$ cat config.mk
export PLATFORM = sky130hd
export DESIGN_NAME = double_fig_merge
export DESIGN_NICKNAME = d
export VERILOG_FILES = /design/src/rtl/clock_pkg.sv /design/src/rtl/fig_digit_check.sv /design/src/rtl/double_fig_merge.sv
export SDC_FILE = /design/constraint.sdc
export NUM_CORES = 1
export LEC_CHECK = 0
export ABC_AREA = 1
export CAP_MARGIN = 0
export CELL_PAD_IN_SITES_DETAIL_PLACEMENT = 1
export CELL_PAD_IN_SITES_GLOBAL_PLACEMENT = 2
export CORE_MARGIN = 1
export CORE_UTILIZATION = 30
export CTS_BUF_LIST = sky130_fd_sc_hd__clkbuf_8
export DETAILED_ROUTE_END_ITERATION = 16
export PLACE_DENSITY = 0.85
export SLEW_MARGIN = 20
export SYNTH_ARGS = -nofsm -noshare
export SYNTH_HDL_FRONTEND = slang
export SYNTH_HIERARCHICAL = 1
export SYNTH_SLANG_ARGS = --single-unit
$ cat constraint.sdc
create_clock -name clk -period 3.6 [get_ports clk]
set_input_delay 0.72 -clock clk [delete_from_list [all_inputs] [get_ports clk]]
set_output_delay 0.72 -clock clk [all_outputs]
set_load 0.02 [all_outputs]
$ cat src/rtl/clock_pkg.sv
// Shared definitions for the two-digit entry merger.
//   fig_state_e   : FSM state encoding (idle = no digit held, tens = tens digit held)
//   DefaultMaxVal : default upper bound for a merged two-digit value
package clock_pkg;

  typedef enum logic {
    StIdle = 1'b0,
    StTens = 1'b1
  } fig_state_e;

  localparam int unsigned DefaultMaxVal = 59;

endpackage

$ cat src/rtl/fig_digit_check.sv
// Combinational digit-range and sum-limit check for the two-digit merger.
// Forms tens*10+ones with shifts and adds only, and flags whether both digits
// are decimal and the sum does not exceed MAX_VAL. A tens-only check is done by
// presenting ones_i = 0.
//   tens_i : tens digit candidate
//   ones_i : ones digit candidate
//   sum_o  : tens*10 + ones, 7 bits
//   ok_o   : both digits <= 9 and sum_o <= MAX_VAL
module fig_digit_check #(
  parameter int unsigned MAX_VAL = 59
) (
  input  logic [3:0] tens_i,
  input  logic [3:0] ones_i,
  output logic [6:0] sum_o,
  output logic       ok_o
);

  localparam logic [6:0] MaxVal7 = 7'(MAX_VAL);

  logic [6:0] tens7;
  logic [6:0] ones7;

  assign tens7 = {3'b000, tens_i};
  assign ones7 = {3'b000, ones_i};

  // A non-decimal tens digit can wrap the 7-bit sum, but it is rejected by the range
  // test regardless of the sum.
  assign sum_o = (tens7 << 3) + (tens7 << 1) + ones7;

  assign ok_o = (tens_i <= 4'd9) && (ones_i <= 4'd9) && (sum_o <= MaxVal7);

endmodule

$ cat src/rtl/double_fig_merge.sv
// Merges two successive decimal digit strobes (tens, then ones) into one value.
// Optional feature macro: DOUBLE_FIG_MERGE_TIMEOUT_EN -- when defined, a partial
// entry held longer than TIMEOUT_CYC cycles is abandoned with an error pulse.
//   clk          : clock, rising edge
//   rst_n        : asynchronous active-low reset
//   i_digit      : digit value, sampled when i_digit_vld = 1
//   i_digit_vld  : one-cycle digit strobe
//   i_clear      : abandon any partial entry (wins over a coincident strobe)
//   o_double_fig : last successfully merged value
//   o_vld        : one-cycle pulse, o_double_fig updated
//   o_err        : one-cycle pulse, entry rejected (or timed out)
//   o_busy       : tens digit held, ones digit awaited
module double_fig_merge
  import clock_pkg::*;
#(
  parameter int unsigned MAX_VAL     = DefaultMaxVal,
  parameter int unsigned TIMEOUT_CYC = 50_000_000
) (
  input  logic       clk,
  input  logic       rst_n,
  input  logic [3:0] i_digit,
  input  logic       i_digit_vld,
  input  logic       i_clear,
  output logic [6:0] o_double_fig,
  output logic       o_vld,
  output logic       o_err,
  output logic       o_busy
);

  if (MAX_VAL < 9 || MAX_VAL > 99 || TIMEOUT_CYC < 2) begin : gen_bad_param
    $error("double_fig_merge: MAX_VAL must be 9..99 and TIMEOUT_CYC at least 2");
  end

  fig_state_e state_q, state_d;
  logic [3:0] tens_q, tens_d;
  logic [6:0] fig_q, fig_d;
  logic       vld_q, vld_d;
  logic       err_q, err_d;
  // Low for the first edge after reset release so a strobe racing the release is dropped.
  logic       rdy_q;

  logic       strobe;
  logic [3:0] chk_tens;
  logic [3:0] chk_ones;
  logic [6:0] chk_sum;
  logic       chk_ok;
  logic       timeout;

  assign strobe = i_digit_vld & rdy_q;

  // One checker serves both states: in idle the incoming digit is the tens candidate.
  assign chk_tens = (state_q == StTens) ? tens_q : i_digit;
  assign chk_ones = (state_q == StTens) ? i_digit : 4'd0;

  fig_digit_check #(
    .MAX_VAL(MAX_VAL)
  ) u_check (
    .tens_i(chk_tens),
    .ones_i(chk_ones),
    .sum_o (chk_sum),
    .ok_o  (chk_ok)
  );

  always_comb begin
    state_d = state_q;
    tens_d  = tens_q;
    fig_d   = fig_q;
    vld_d   = 1'b0;
    err_d   = 1'b0;
    if (i_clear) begin
      state_d = StIdle;
    end else if (strobe) begin
      unique case (state_q)
        StIdle: begin
          if (chk_ok) begin
            tens_d  = i_digit;
            state_d = StTens;
          end else begin
            err_d = 1'b1;
          end
        end
        StTens: begin
          if (chk_ok) begin
            fig_d = chk_sum;
            vld_d = 1'b1;
          end else begin
            err_d = 1'b1;
          end
          state_d = StIdle;
        end
        default: state_d = StIdle;
      endcase
    end else if (timeout) begin
      state_d = StIdle;
      err_d   = 1'b1;
    end
  end

`ifdef DOUBLE_FIG_MERGE_TIMEOUT_EN
  localparam logic [31:0] TimeoutLast = 32'(TIMEOUT_CYC - 1);

  logic [31:0] cnt_q, cnt_d;

  assign timeout = (state_q == StTens) && (cnt_q == TimeoutLast);

  // Counts only while staying in tens; any state entry restarts from zero.
  always_comb begin
    cnt_d = '0;
    if (state_q == StTens && state_d == StTens) begin
      cnt_d = cnt_q + 32'd1;
    end
  end

  always_ff @(posedge clk or negedge rst_n) begin
    if (!rst_n) begin
      cnt_q <= '0;
    end else begin
      cnt_q <= cnt_d;
    end
  end
`else
  assign timeout = 1'b0;
`endif

  always_ff @(posedge clk or negedge rst_n) begin
    if (!rst_n) begin
      state_q <= StIdle;
      tens_q  <= '0;
      fig_q   <= '0;
      vld_q   <= 1'b0;
      err_q   <= 1'b0;
      rdy_q   <= 1'b0;
    end else begin
      state_q <= state_d;
      tens_q  <= tens_d;
      fig_q   <= fig_d;
      vld_q   <= vld_d;
      err_q   <= err_d;
      rdy_q   <= 1'b1;
    end
  end

  assign o_double_fig = fig_q;
  assign o_vld        = vld_q;
  assign o_err        = err_q;
  assign o_busy       = (state_q == StTens);

endmodule

==> run metrics, run 1 <==
status complete, no violations; reg2reg end o_double_fig[2]; DRT antenna net count 0; CP Buf/Inv Count 4; total length of routed wires 2.45 mm; Crit Path Max Fanout 7; Core ar. 3130 sq um; number of enable flip-flop cells after synthesis 0; CTS H-tree depth 1; Fin. Hold Viols 0; Critical Path Sink o_double_fig[2]; CTS hold repair buffers 0; Final Setup Violations 0; largest net degree at the start of global routing 16; Critical-path top delay cell fa_1; post-cts resize count 0; Final Core Density 42.5%; Max-slew headroom 51.7%; postcts setup bufs 0; Syn-to-layout area delta 32.1%; WS Path Type in -> reg; Worst R2R Start o_busy; Final min period 3.35 ns; Post-Synth Adder-Cell Area 12.7%; Worst Tran Pin Value 0.722 ns; async set-reset flop share out of synthesis 100%; Pins Over Slew Limit 0; post-synthesis cell area 1010 sq um; HP Class reg -> reg; Overflow after GRT 0; CTS max path bufs 2; clk_lat worst skew 0.25 ns; Die X-Extent 59.9 microns; Max-Cap Viols 0; mux share of post-synthesis cell area 0%; share of cells above drive strength 1 16.3%; simple-gate share of the synthesized area 37.8%; die area 3590 sq um; crit path capture type flip-flop; Critical Path Stages 18; Worst EP arrival 3.49 ns; All-Layer GR Usage 16.3%; vias per std cell 4.32; # rows 20; TritonRoute pass-1 iters 4; GPL Wtd Cong 0.734; Clock Tree Root clkbuf_8; Worst Path Required 3.74 ns; Primary FF master, synth dfrtp_1; Avg Cell Area, Syn 7.63 sq um; initial antenna violation count 0; hold slack 0.469 ns; Synth Instances 132; sequential-to-total area share from yosys stat 37.3%; DR WL/cell 12.0 microns; Yosys warnings 6; fin crit share 93.0%; total CTS buffers 3; number of diodes 0; number of port buffers 17; First DRT Iteration DRCs 12; initial core utilization 32.2%; Final HPWL DP 2.05 mm; global-route wire length before repair 4.24 mm; Synth Area in Compound Gates 0.994%; Pwr Density 444 nW/um^2; via count 881; Largest delay share family, worst path simple AND/OR/NAND/NOR gates; CTS tree built; clk_skew 0.00103 ns; number of global-route vias before repair 951; crit-path max cell delay 0.52 ns; crit start category input port; CP cell instances clkdlybuf4s50_1 > nand2_1 > nand2_1 > inv_1 > fa_1 > fa_1 > inv_1 > nand2_1 > nand2_1 > nand3_1 > nand2_2 > nand2_1 > nor2_2 > inv_1 > nor2_8 > nand2_4 > nand2_1 > nand2_1; Synth Register Bits 15; most frequent cells in the layout nand2_1 (55), inv_1 (20), clkdlybuf4s50_1 (17), dfrtp_1 (15); Synth cell types 22; syn nets 149; largest family of logic cells by synthesized area simple AND/OR/NAND/NOR gates; Worst-path clk slew 0.06 ns; drt drc 0; cell leakage power 0.000769 uW; clk sinks 15; R2R cell count 18; commonest non-fill, non-tap cell in the layout nand2_1; Max Clk Rate 0.299 GHz; VDD IR max 0.000143 V; flop2flop setup slack 0.46 ns; most used cell, CP nand2_1; I/O pin cnt 18; RSZ-0062 raised after global routing no; launch point of the worst path i_digit[2]; nets 178; height of the die 59.9 microns; XOR/XNOR Fraction of Synth Area 0.870%
==> worst register-to-register path, stage by stage (launching register included) <==
cell,delay [ns]
dfrtp_1,0.60
inv_1,0.16
nand2_1,0.09
nand2_1,0.07
inv_1,0.11
fa_1,0.48
fa_1,0.43
inv_1,0.07
nand2_1,0.04
nand2_1,0.08
nand3_1,0.10
nand2_2,0.09
nand2_1,0.06
nor2_2,0.15
inv_1,0.12
nor2_8,0.16
nand2_4,0.10
nand2_1,0.07
nand2_1,0.05
==> layout make-up <==
type | count | area (sq um)
Sequential cell | 15 | 375
Clock buffer | 3 | 41.3
Fill cell | 396 | 1800
Tap cell | 44 | 55.1
Clock inverter | 1 | 5.00
Timing Repair Buffer | 26 | 238
Multi-Input combinational cell | 93 | 533
Inverter | 22 | 82.6
==> cell usage after synthesis, types with 2 or more instances <==
cell	instances	area (sq um)
nor2_4	2	22.5
ha_1	7	87.6
nor2_1	3	11.3
nand3_1	9	45.0
nand2_1	55	206
fa_1	2	40.0
nand2_2	5	31.3
dfrtp_1	15	375
nand2_4	2	22.5
inv_1	20	75.1
==> flip-flops by register name, summed over array words and instances (netlist names) <==
| signal | flops |
|---|---|
| rdy_q | 1 |
| o_err | 1 |
| o_busy | 1 |
| o_double_fig | 7 |
| o_vld | 1 |
| tens_q | 4 |
==> report_power, final <==
part           leakage [uW]  internal [uW]  switching, uW
sequential         0.000199            205           23.0
combinational      0.000544           98.1            123
clock             0.0000255           76.7           64.4
total              0.000769            380            211
==> per-layer routing <==
metal,up-vias,global-route usage [%],routed length (microns)
met5,-,0,0
met3,5,2.81,66
met1,412,18.6,1020
li1,447,-,-
met4,0,6.98,44
met2,17,29.7,1320
==> cell families after synthesis <==
group / after synthesis
AO/OA/AOI/OAI: 2
other: 1
adder cells (fa/ha/maj): 9
AND/OR/NAND/NOR: 80
buffers and inverters: 24
flip-flops: 15
XOR/XNOR: 1
==> worst min path at each step <==
stage                         start              end  slack [ns]  cells past startpoint
floorplan                     rst_n           o_busy        0.42                      0
global placement    o_double_fig[3]  o_double_fig[3]        0.45                      2
detailed placement  o_double_fig[5]  o_double_fig[5]        0.46                      2
CTS                 o_double_fig[5]  o_double_fig[5]        0.48                      2
global route        o_double_fig[3]  o_double_fig[3]        0.50                      2
finish              o_double_fig[5]  o_double_fig[5]        0.47                      2
==> stage by stage <==
stage	instances	setup slack, ns	power, uW	setup TNS [ns]	area (sq um)
floorplan	132	0.642	362	0	1010
global placement	200	-0.0265	442	-0.192	1280
detailed placement	200	-0.153	455	-1.45	1280
CTS	204	0.126	602	0	1330
global route	204	0.0102	635	0	1330
finish	204	0.253	590	0	1330
Power figures use the tool's default switching activity.
==> inputs of run 2 (changes only) <==
- ABC_AREA: 1 -> not set
- CORE_UTILIZATION: 30 -> 35
- PLACE_DENSITY: 0.85 -> 0.86
- SLEW_MARGIN: 20 -> 5
==> run metrics, run 2 <==
initial core utilization 37.5% (was 32.2%); share of cells above drive strength 1 52.5% (was 16.3%); Synth cell types 26 (was 22); HP Class reg -> reg (unchanged); Critical Path Sink o_double_fig[2] (unchanged); Worst Tran Pin Value 0.671 ns (was 0.722 ns); die area 2920 sq um (was 3590 sq um); First DRT Iteration DRCs 3 (was 12); async set-reset flop share out of synthesis 100% (unchanged); Final min period 3.61 ns (was 3.35 ns); Pwr Density 425 nW/um^2 (was 444 nW/um^2); status finished with violations (was complete, no violations); crit path capture type flip-flop (unchanged); Yosys warnings 6 (unchanged); TritonRoute pass-1 iters 3 (was 4); Max-Cap Viols 0 (unchanged); Worst R2R Start o_busy (unchanged); clk_lat worst skew 0.25 ns (about the same); syn nets 96 (was 149); Worst Path Required 3.73 ns (was 3.74 ns); number of enable flip-flop cells after synthesis 0 (unchanged); clk sinks 15 (unchanged); Largest register FFs 7 (unchanged); Clock Tree Root clkbuf_8 (unchanged); Max-slew headroom 55.1% (was 51.7%); Worst-path clk slew 0.06 ns (about the same); Syn-to-layout area delta 49.4% (was 32.1%); Synth Register Bits 15 (unchanged); most frequent cells after synthesis dfrtp_1 (15), inv_1 (9), mux2_2 (8), mux2_4 (8), ha_1 (7) (was nand2_1 (55), inv_1 (20), dfrtp_1 (15)); total length of routed wires 2.07 mm (was 2.45 mm); # rows 18 (was 20); nets 136 (was 178); number of diodes 0 (unchanged); WS Path Type in -> reg (unchanged); Overflow after GRT 0 (unchanged); dpl ws -0.727 ns (was -0.153 ns); Crit Path Max Fanout 8 (was 7); min-delay src tens_q[2] (was o_double_fig[5]); Die X-Extent 54.0 microns (was 59.9 microns); CTS hold repair buffers 0 (unchanged); share of the synthesized area in the top cell type 39.6% (was 37.3%); All-Layer GR Usage 16.0% (was 16.3%); violated checks negative setup slack; commonest non-fill, non-tap cell in the layout buf_4 (was nand2_1); Pins Over Slew Limit 0 (unchanged); RSZ-0062 raised after global routing yes (was no); number of port buffers 17 (unchanged); Final HPWL DP 1.64 mm (was 2.05 mm); cell leakage power 0.000695 uW (was 0.000769 uW); DR WL/cell 14.0 microns (was 12.0 microns); R2R cell count 12 (was 18); Synth Instances 79 (was 132); height of the die 54.0 microns (was 59.9 microns); I/O pin cnt 18 (unchanged); Primary FF master, synth dfrtp_1 (unchanged); Max Clk Rate 0.277 GHz (was 0.299 GHz); sequential-to-total area share from yosys stat 39.6% (was 37.3%); Fin. Hold Viols 0 (unchanged); reg2reg end o_double_fig[2] (unchanged); VDD IR max 0.000348 V (was 0.000143 V); initial antenna violation count 0 (unchanged); Avg Cell Area, Syn 12.0 sq um (was 7.63 sq um); CTS H-tree depth 1 (unchanged); DRT antenna net count 0 (unchanged); flop2flop setup slack 0.03 ns (was 0.46 ns); crit start category input port (unchanged); Core ar. 2520 sq um (was 3130 sq um); clk_skew 0.00292 ns (was 0.00103 ns); worst setup margin -0.0121 ns (was 0.253 ns); post-synthesis cell area 947 sq um (was 1010 sq um); GPL Wtd Cong 0.716 (was 0.734); largest cells by area after synthesis dfrtp_1 (40%), mux2_4 (13%), mux2_2 (9.5%), ha_1 (9.2%), fa_1 (4.2%) (was dfrtp_1 (37%), nand2_1 (20%), ha_1 (8.7%), inv_1 (7.5%), nand3_1 (4.5%)); most frequent cells in the layout buf_4 (20), dfrtp_1 (14), clkdlybuf4s50_1 (13), mux2_4 (11) (was nand2_1 (55), inv_1 (20), clkdlybuf4s50_1 (17), dfrtp_1 (15)); Final Setup Violations 5 (was 0); fin crit share 100% (was 93.0%); via count 683 (was 881); area leader, netlist dfrtp_1 (unchanged); launch point of the worst path i_digit[0] (was i_digit[2]); Setup TNS -0.0266 ns (was 0 ns); Worst EP arrival 3.74 ns (was 3.49 ns); largest net degree at the start of global routing 16 (unchanged); drt drc 0 (unchanged); total CTS buffers 3 (unchanged); CTS max path bufs 2 (unchanged); top-count cell post-synth dfrtp_1 (was nand2_1); vias per std cell 4.61 (was 4.32); number of global-route vias before repair 696 (was 951); CTS tree built (unchanged); global-route wire length before repair 3.17 mm (was 4.24 mm)
==> run 2: cell types whose count changed after synthesis, sizes merged, moves of 2 or more <==
cell | before | now
nand2 | 62 | 2
mux2 | 0 | 16
inv | 21 | 9
nand3 | 9 | 2
and2 | 0 | 4
nor2 | 6 | 3
a21oi | 1 | 3
nand2b | 0 | 2
==> run 2: kinds of logic after synthesis <==
kind of cell,after synthesis,synth area share [%]
DFF,15,39.6
xor gates and xnor gates,3,2.77
muxes,16,22.2
and+or+nand+nor,17,10.2
AOI/OAI and AO/OA,6,5.42
other,1,0.396
buffers and inverters,12,5.94
adders and majority gates,9,13.5
==> run 2: power breakdown <==
part	internal (uW)	switching (uW)	leakage [uW]	total, uW
sequential	202	19.6	0.000195	222
combinational	142	103	0.000475	246
clock	76.6	58.1	0.0000255	135
==> run 2: worst max-delay path, stage by stage <==
cell and delay, ns:
buf_6 0.09, mux2_4 0.28, inv_2 0.07, fa_2 0.44, fa_2 0.36, nand2b_4 0.15
a21oi_4 0.15, mux2_4 0.33, a41oi_4 0.19, nand3_2 0.11, or3b_1 0.39, buf_6 0.16
mux2_4 0.30
==> run 2: how the worst min path moves through the flow <==
stage	end	slack [ns]	cells past startpoint
3_3_place_gp	tens_q[3]	0.49	1
2_1_floorplan	o_busy	0.42	0
5_1_grt	tens_q[0]	0.53	1
6_report	tens_q[2]	0.51	1
4_1_cts	tens_q[2]	0.51	1
3_5_place_dp	tens_q[2]	0.50	1
==> run 2: stage by stage <==
| stage | instances | hold WS, ns | area (sq um) | utilization (%) | power [uW] |
|---|---|---|---|---|---|
| 3_3_place_gp | 140 | 0.488 | 1310 | 52.0 | 442 |
| 5_1_grt | 148 | 0.529 | 1420 | 56.1 | 638 |
| 4_1_cts | 146 | 0.510 | 1380 | 54.7 | 597 |
| 2_1_floorplan | 79 | 0.424 | 1000 | - | 351 |
| 3_5_place_dp | 140 | 0.497 | 1310 | 52.0 | 456 |
| 6_report | 148 | 0.509 | 1420 | 56.1 | 602 |
==> run 2: final cells by class <==
type                       instances  area, sq um
timing repair buffer              38          330
fill                             291         1110
clock buffer                       3         41.3
inverter                           9         33.8
multi-input combinational         52          591
clock inverter                     1         5.00
sequential                        15          377
tap                               30         37.5
==> run 2: repair_timing <==
item                       in CTS  in global routing
setup endpoints to repair      13                 11
buffers inserted                2                  2
gates resized for setup        19                  5
pin swaps                       7                  5
==> run 2: layer usage <==
metal,track usage [%],vias up,routed length (microns)
met5,0,-,0
met4,5.13,0,19
met3,5.08,4,81
met2,30.7,15,1140
met1,16.0,328,831
li1,-,336,-
==> inputs of run 3 (changes only) <==
- SLEW_MARGIN: 5 -> not set
==> results of run 3 <==
Same layout as run 2: the final DEF is identical, and so are final timing and power.
